**src/rtl/mux_arb_pkg.sv**
```systemverilog
// Shared definitions for the 2:1 packet arbiter: FSM state encoding,
// source-select constants and the default payload width.
package mux_arb_pkg;

  typedef enum logic [1:0] {
    IDLE  = 2'd0,
    LOCK0 = 2'd1,
    LOCK1 = 2'd2
  } arb_state_t;

  localparam logic SEL_IN0 = 1'b0;
  localparam logic SEL_IN1 = 1'b1;

  localparam int DEFAULT_DATA_W = 8;

  // Round-robin priority after a packet from source 'sel' completes:
  // the other source gets first claim next time.
  function automatic logic next_prio(input logic sel);
    next_prio = ~sel;
  endfunction

endpackage

```
**src/rtl/mux_2_1_bus.sv**
```systemverilog
// Plain 2:1 bus select. Carries {last,data} of the granted source toward
// the output register.
module mux_2_1_bus #(
  parameter int W = 9
) (
  input  logic         sel,
  input  logic [W-1:0] in0,
  input  logic [W-1:0] in1,
  output logic [W-1:0] out
);

  // Select the granted source bus.
  always_comb begin
    if (sel) begin
      out = in1;
    end else begin
      out = in0;
    end
  end

endmodule

```
**src/rtl/mux_sel_arbiter_2_1.sv**
```systemverilog
// Two-source, packet-granular round-robin arbiter feeding one output
// register. A source keeps the grant from its first non-last beat until
// its last beat is accepted; out_sel tells the downstream mux which
// source the held beat came from.
module mux_sel_arbiter_2_1
  import mux_arb_pkg::*;
#(
  parameter int DATA_W = DEFAULT_DATA_W
) (
  input  logic              clk,
  input  logic              rst,
  input  logic              in0_valid,
  output logic              in0_ready,
  input  logic [DATA_W-1:0] in0_data,
  input  logic              in0_last,
  input  logic              in1_valid,
  output logic              in1_ready,
  input  logic [DATA_W-1:0] in1_data,
  input  logic              in1_last,
  output logic              out_valid,
  input  logic              out_ready,
  output logic [DATA_W-1:0] out_data,
  output logic              out_last,
  output logic              out_sel
);

  arb_state_t      state_r;
  arb_state_t      state_next_s;
  logic            prio_r;
  logic            slot_free_s;
  logic            grant_s;
  logic            grant_sel_s;
  logic            sel_valid_s;
  logic            accept_s;
  logic [DATA_W:0] mux_out_s;
  logic            mux_last_s;
  logic [DATA_W-1:0] mux_data_s;

  assign slot_free_s = ~out_valid | out_ready;
  assign sel_valid_s = grant_sel_s ? in1_valid : in0_valid;
  assign accept_s    = slot_free_s & grant_s & sel_valid_s;
  assign mux_last_s  = mux_out_s[DATA_W];
  assign mux_data_s  = mux_out_s[DATA_W-1:0];

  mux_2_1_bus #(
    .W (DATA_W + 1)
  ) u_bus_mux (
    .sel (grant_sel_s),
    .in0 ({in0_last, in0_data}),
    .in1 ({in1_last, in1_data}),
    .out (mux_out_s)
  );

  // FSM state register.
  always_ff @(posedge clk or posedge rst) begin
    if (rst) begin
      state_r <= IDLE;
    end else begin
      state_r <= state_next_s;
    end
  end

  // Next-state: lock onto a source on a non-last beat, release on its last beat.
  always_comb begin
    state_next_s = state_r;
    case (state_r)
      IDLE: begin
        if (accept_s && !mux_last_s) begin
          state_next_s = (grant_sel_s == SEL_IN1) ? LOCK1 : LOCK0;
        end else begin
          state_next_s = IDLE;
        end
      end
      LOCK0, LOCK1: begin
        if (accept_s && mux_last_s) begin
          state_next_s = IDLE;
        end else begin
          state_next_s = state_r;
        end
      end
      default: state_next_s = IDLE;
    endcase
  end

  // Grant decode: in IDLE pick by valids and priority, in LOCKk only source k.
  always_comb begin
    grant_s     = 1'b0;
    grant_sel_s = SEL_IN0;
    case (state_r)
      IDLE: begin
        if (in0_valid && in1_valid) begin
          grant_s     = 1'b1;
          grant_sel_s = prio_r;
        end else if (in0_valid) begin
          grant_s     = 1'b1;
          grant_sel_s = SEL_IN0;
        end else if (in1_valid) begin
          grant_s     = 1'b1;
          grant_sel_s = SEL_IN1;
        end else begin
          grant_s     = 1'b0;
          grant_sel_s = SEL_IN0;
        end
      end
      LOCK0: begin
        grant_s     = 1'b1;
        grant_sel_s = SEL_IN0;
      end
      LOCK1: begin
        grant_s     = 1'b1;
        grant_sel_s = SEL_IN1;
      end
      default: begin
        grant_s     = 1'b0;
        grant_sel_s = SEL_IN0;
      end
    endcase
  end

  // Readies: granted source only, only when the output slot can take a beat,
  // and forced low while reset is held.
  always_comb begin
    in0_ready = 1'b0;
    in1_ready = 1'b0;
    if (!rst && slot_free_s && grant_s) begin
      in0_ready = (grant_sel_s == SEL_IN0);
      in1_ready = (grant_sel_s == SEL_IN1);
    end else begin
      in0_ready = 1'b0;
      in1_ready = 1'b0;
    end
  end

  // Round-robin priority flips away from a source once its packet ends.
  always_ff @(posedge clk or posedge rst) begin
    if (rst) begin
      prio_r <= 1'b0;
    end else if (accept_s && mux_last_s) begin
      prio_r <= next_prio(grant_sel_s);
    end else begin
      prio_r <= prio_r;
    end
  end

  // Output register: load on acceptance, empty when drained with nothing new.
  always_ff @(posedge clk or posedge rst) begin
    if (rst) begin
      out_valid <= 1'b0;
      out_data  <= '0;
      out_last  <= 1'b0;
      out_sel   <= SEL_IN0;
    end else if (accept_s) begin
      out_valid <= 1'b1;
      out_data  <= mux_data_s;
      out_last  <= mux_last_s;
      out_sel   <= grant_sel_s;
    end else if (slot_free_s) begin
      out_valid <= 1'b0;
    end else begin
      out_valid <= out_valid;
    end
  end

endmodule

```
**config.mk**
```make
export PLATFORM = sky130hd
export DESIGN_NAME = mux_sel_arbiter_2_1
export DESIGN_NICKNAME = d
export VERILOG_FILES = /design/src/rtl/mux_arb_pkg.sv /design/src/rtl/mux_2_1_bus.sv /design/src/rtl/mux_sel_arbiter_2_1.sv
export SDC_FILE = /design/constraint.sdc
export NUM_CORES = 1
export LEC_CHECK = 0
export CORE_UTILIZATION = 40
export CTS_CLUSTER_SIZE = 28
export DETAILED_ROUTE_END_ITERATION = 16
export HOLD_SLACK_MARGIN = 0.05
export PLACE_DENSITY = 0.84
export SYNTH_ARGS = -nofsm -noshare
export SYNTH_HDL_FRONTEND = slang
export SYNTH_SLANG_ARGS = --single-unit
export TNS_END_PERCENT = 20
```
**constraint.sdc**
```tcl
create_clock -name clk -period 2.8 [get_ports clk]
set_clock_uncertainty 0.15 [all_clocks]
set_input_delay 0.28 -clock clk [delete_from_list [all_inputs] [get_ports clk]]
set_output_delay 0.28 -clock clk [all_outputs]
set_load 0.01 [all_outputs]
```
* Word-level counts from Yosys, hierarchy flattened
Cells that the tools add are included.
** Operators by class
- Equal/unequal tests :: 3
- Muxes and demuxes :: 17
- Bitwise operators :: 5
- Reductions and logical operators :: 10
** Operators by type and width (number)
- 1-bit 2-to-1 mux :: 10
- 9-bit 2-to-1 mux :: 1
- 2-bit 2-to-1 mux :: 3
- 1-bit logical AND :: 5
- 1-bit one-hot mux with 2 select lines :: 2
- 2-bit one-hot mux with 2 select lines :: 1
- 1-bit AND :: 2
- 2-bit by 1-bit equality test with 1-bit output, second input constant :: 1
- 2-bit equality test, second input constant :: 1
- 1-bit zero test :: 2
- 2-bit zero test :: 1
- 2-bit by 1-bit inequality test with 1-bit output, second input constant :: 1
- 1-bit NOT :: 2
- 2-bit nonzero test :: 1
- 2-bit OR reduction :: 1
- 1-bit OR :: 1
** Storage, ports and cells
- Flip-flop bits (word level) :: 14
- Bits of input ports :: 23
- Output and inout port bits :: 13
- Word-level logic and storage cells :: 41

* Longest topological paths before layout
- Depth after elaboration :: 9
- Mapped depth :: 6
- Mapped depth without buffers :: 6

* By module
Synthesis repeated with hierarchy kept, for this count alone.
** Second synthesis, totals
- Cells, all modules :: 73
- Area, all modules :: 887.1 um^2
** Modules (own cells, without submodules)
- mux_sel_arbiter_2_1 :: times used 1, cells each 63, area each 740.7 um^2, sequential area each 350.3 um^2
- mux_2_1_bus :: times used 1, cells each 10, area each 146.4 um^2, sequential area each 0.0 um^2

* Worst setup path before layout
OpenSTA, ideal clock, no wires.
- Path kind :: flip-flop to flip-flop
- Start :: register state_r[0]
- End :: register out_data[0]
- Setup time :: 0.125 ns
- Arrival time :: 1.750 ns
- Data required time :: 2.525 ns
- Slack :: 0.775 ns
- Cell stages (with the launch flop) :: 7
- Path buffers :: 0
- Period minus slack after synthesis :: 2.025 ns
- Path through :: dfrtp_1 > inv_1 > ha_1 > nand2b_1 > a211o_4 > nor2_8 > mux2_4
** Between the ends
- Cells in the longest elaborated chain, start to end :: 5
- Elaborated cells on any way between the ends :: 10
- Classes of those cells :: eq/ne (2); mux (4); bitwise (2); reduce/logical (2)
** RTL lines
- start, declared :: RTL line mux_sel_arbiter_2_1.sv:27 : arb_state_t state_r;
- start signal, assigned :: RTL line mux_sel_arbiter_2_1.sv:59 : state_r <= state_next_s;
- 2-bit equality test / 2-bit by 1-bit equality test with 1-bit output (equally long branches) :: RTL line mux_sel_arbiter_2_1.sv:89 : case (state_r)
- 2-bit OR reduction (no line)
- 1-bit one-hot mux with 2 select lines :: RTL line mux_sel_arbiter_2_1.sv:89
- 1-bit AND (2 in series) :: RTL line mux_sel_arbiter_2_1.sv:41 : assign accept_s = slot_free_s & grant_s & sel_valid_s;
- end signal, assigned :: RTL line mux_sel_arbiter_2_1.sv:154 : out_data <= mux_data_s;
- end, declared :: RTL line mux_sel_arbiter_2_1.sv:22 : output logic [DATA_W-1:0] out_data,
Parallel ways exist; a longest one is shown, timed or not.
A chain may end at the register's enable or synchronous reset.

* Final worst setup path
- Start :: register state_r[1]
- End :: output in0_ready
** Between the ends
- Cells in the longest elaborated chain, start to end :: 5
- Elaborated cells on any way between the ends :: 9
- Classes of those cells :: eq/ne (2); mux (3); bitwise (1); reduce/logical (3)
** RTL lines
- 2-bit equality test / 2-bit by 1-bit equality test with 1-bit output (equally long branches) :: RTL line mux_sel_arbiter_2_1.sv:89
- 2-bit OR reduction (no line)
- 1-bit one-hot mux with 2 select lines :: RTL line mux_sel_arbiter_2_1.sv:89
- 1-bit logical AND :: RTL line mux_sel_arbiter_2_1.sv:125 : if (!rst && slot_free_s && grant_s) begin
- 1-bit 2-to-1 mux (*) :: RTL line mux_sel_arbiter_2_1.sv:125
- end, declared :: RTL line mux_sel_arbiter_2_1.sv:13 : output logic in0_ready,
Mark *: on every way between the ends. The rest lies on a longest branch, timed or not.

==> results.toml <==
[routing]
drc_errors = 0
vias = 705
ant_nets = 0
avgViaCountPerCell = 5.04
detail_route.wl_per_cell_um = 14.4
routed_wl_um = 2020
dr.pass1.iters = 2
first_iter_violations = 8

[clock_network]
ctsHoldBuffers = 0
cts_tree = "yes"
h-tree-depth = 1
cts.sink_count = 14
cts_buffers = 3
root_buffer = "clkbuf_4"
path_clk_slew_ps = 90
worstSkewPairLatency_ps = 280
cts_max_path_buffers = 2

[finish]
fin_util_pct = 66.9
syn_to_final_growth_pct = 52.0
nets = 140
final_common_cell = "clkdlybuf4s50_1"
antenna_cells = 0
design_area_sq_um = 1350
drive_gt1_share_pct = 26.5
nFillCells = 159
layout_common_cells = "clkdlybuf4s50_1, dfrtp_1, mux2_4"

[pwr]
irDropWorstVdd_mv = 0.651
cellPowerDensity_nw_per_um2 = 1110
power_mw = 1.51
p_leak_nw = 0.572

[synth]
yosys.cell_types.count = 30
netlist.area_leader.share_pct = 39.4
netlist_instances = 72
synth-seq-cells = 14
synth_area_sq_um = 890
synthTopCellsByArea = "dfrtp_1, mux2_4, mux2_2, ha_1, inv_1"
syn-mean-instance-area_sq_um = 12.4
synth_top_area_cell = "dfrtp_1"
yosysSeqAreaShare_pct = 39.4
synth_nets = 98
yosysWarningCount = 0

[critical_path]
cp.required_ps = 2370
critical_path_class = "reg2out"
cp-end-kind = "primary output"
reg2reg_from = "state_r[1]$_DFFE_PP0P_"
cp-start-kind = "flop"
cp.arrival_ps = 2280
crit_fanout = 7
startpoint = "state_r[1]$_DFFE_PP0P_"

[timing]
timing.fmax_mhz = 368
final-setup-viol-count = 0
hold_viol_final = 0
fin_tns_setup_ps = 0
worst_pin_slew_ps = 569
timing.final.ws_setup_ps = 85.3
max-slew-margin-rel_pct = 61.1
finalMaxSlewViolations = 0
fin_crit_ps = 2710
period_share_pct = 97.0

[hold_path]
hold_class = "in2async"

[job]
drv_cap = 0

[grt]
gr-usage-all-layers_pct = 18.9
grt_first_pass_wirelength_um = 3420
grt_pass1_vias = 791
grt-ovfl-total = 0
antenna_found_initial = 0
grt_max_degree = 15

[placed_design]
port_buffers = 35
place.gp.congestion = 0.757
place_area_sq_um = 1270
pre_cts_ws_ps = 199
dp_hpwl_um = 1520

[die]
die_y_um = 49.2
io_pins = 36
die_w_um = 49.2
die_area_sq_um = 2420
rows = 16
coreArea_sq_um = 2020
start_util_pct = 44.0

[status]
outcome = "finished, final reports clean"
[kinds of logic after synthesis]
family | after synthesis | share of synthesized area [%]
compound gates | 16 | 15.6
simple gates | 13 | 10.1
mux | 18 | 26.4
fa+ha+maj | 3 | 4.22
buf+inv | 8 | 4.22
flops | 14 | 39.4
[what timing repair did]
item / in CTS / in global routing
gates resized for setup: 2 / 3
endpoints found under the hold margin: 0 / 0
endpoints found under the setup margin: 2 / 2
buffers inserted: 0 / 2
pin swaps: 0 / 1
[routing by layer]
layer  share of wire, %  wire length, um  vias up  global-route usage, %
met5                  0                0        -                      0
met4                1.1               22        0                   8.82
met3                2.5               51        4                   2.18
met2                 54             1100       21                   35.4
met1                 42              848      333                   20.9
li1                   -                -      347                      -
[registers in the layout, indices dropped and copies added, names as in the netlist]
name,flops
prio_r,1
out_data,8
out_valid,1
out_sel,1
state_r,2
out_last,1
[final cells by class]
class                   instances  area (sq um)  area share, %
well taps                      27          33.8           2.50
inverters                       7          26.3           1.94
multi-input cells              50           533           39.4
repair buffers                 38           373           27.6
clock buffers                   4          36.3           2.68
flip-flops and latches         14           350           25.9
[power by group]
| group | switching [mW] | total, mW | internal, mW |
|---|---|---|---|
| registers | 0.0581 | 0.363 | 0.305 |
| clock network | 0.0679 | 0.147 | 0.0791 |
| logic | 0.420 | 0.997 | 0.577 |
| total | 0.546 | 1.51 | 0.961 |
[through the flow]
step	hold slack [ps]	instances
global placement	344	134
finish	280	140
detailed placement	343	134
floorplan	19.2	72
global route	332	140
CTS	231	138
[synth_stat cells]
master     count
a211oi_1       1
mux2_4         9
a31oi_1        1
mux2_1         1
nor2b_1        2
nor3_1         1
mux2_2         7
a2111oi_0      2
nand2b_1       3
nor2_8         1
dfrtp_1       14
a211o_4        1
nor2_2         1
o22a_1         1
or2_2          1
a21oi_1        2
buf_6          1
nand2_1        2
or4_1          1
mux2i_1        1
o31a_1         1
o31ai_1        1
o32ai_1        1
inv_1          7
a31oi_4        1
o21a_1         1
o211ai_1       1
o21ai_0        2
and2_1         1
ha_1           3
[final timing paths]
check	endpoint	slack, ps	cells past startpoint
worst min-delay path	out_data[3]$_DFFE_PP0P_	280	2
max in group asynchronous	out_last$_DFFE_PP0P_	1870	2
worst max-delay path	in0_ready	90	6
worst max register to register	out_data[2]$_DFFE_PP0P_	560	6
min in group clk	out_data[0]$_DFFE_PP0P_	370	1
worst min register to register	out_data[0]$_DFFE_PP0P_	370	1
[worst max-delay path: stages, from the launching register on]
cell	delay, ps
dfrtp_1	410
inv_1	90
ha_4	300
inv_1	90
a2111oi_4	370
and2_1	200
clkdlybuf4s50_1	540
No activity file was read; power rests on OpenSTA's default activity.
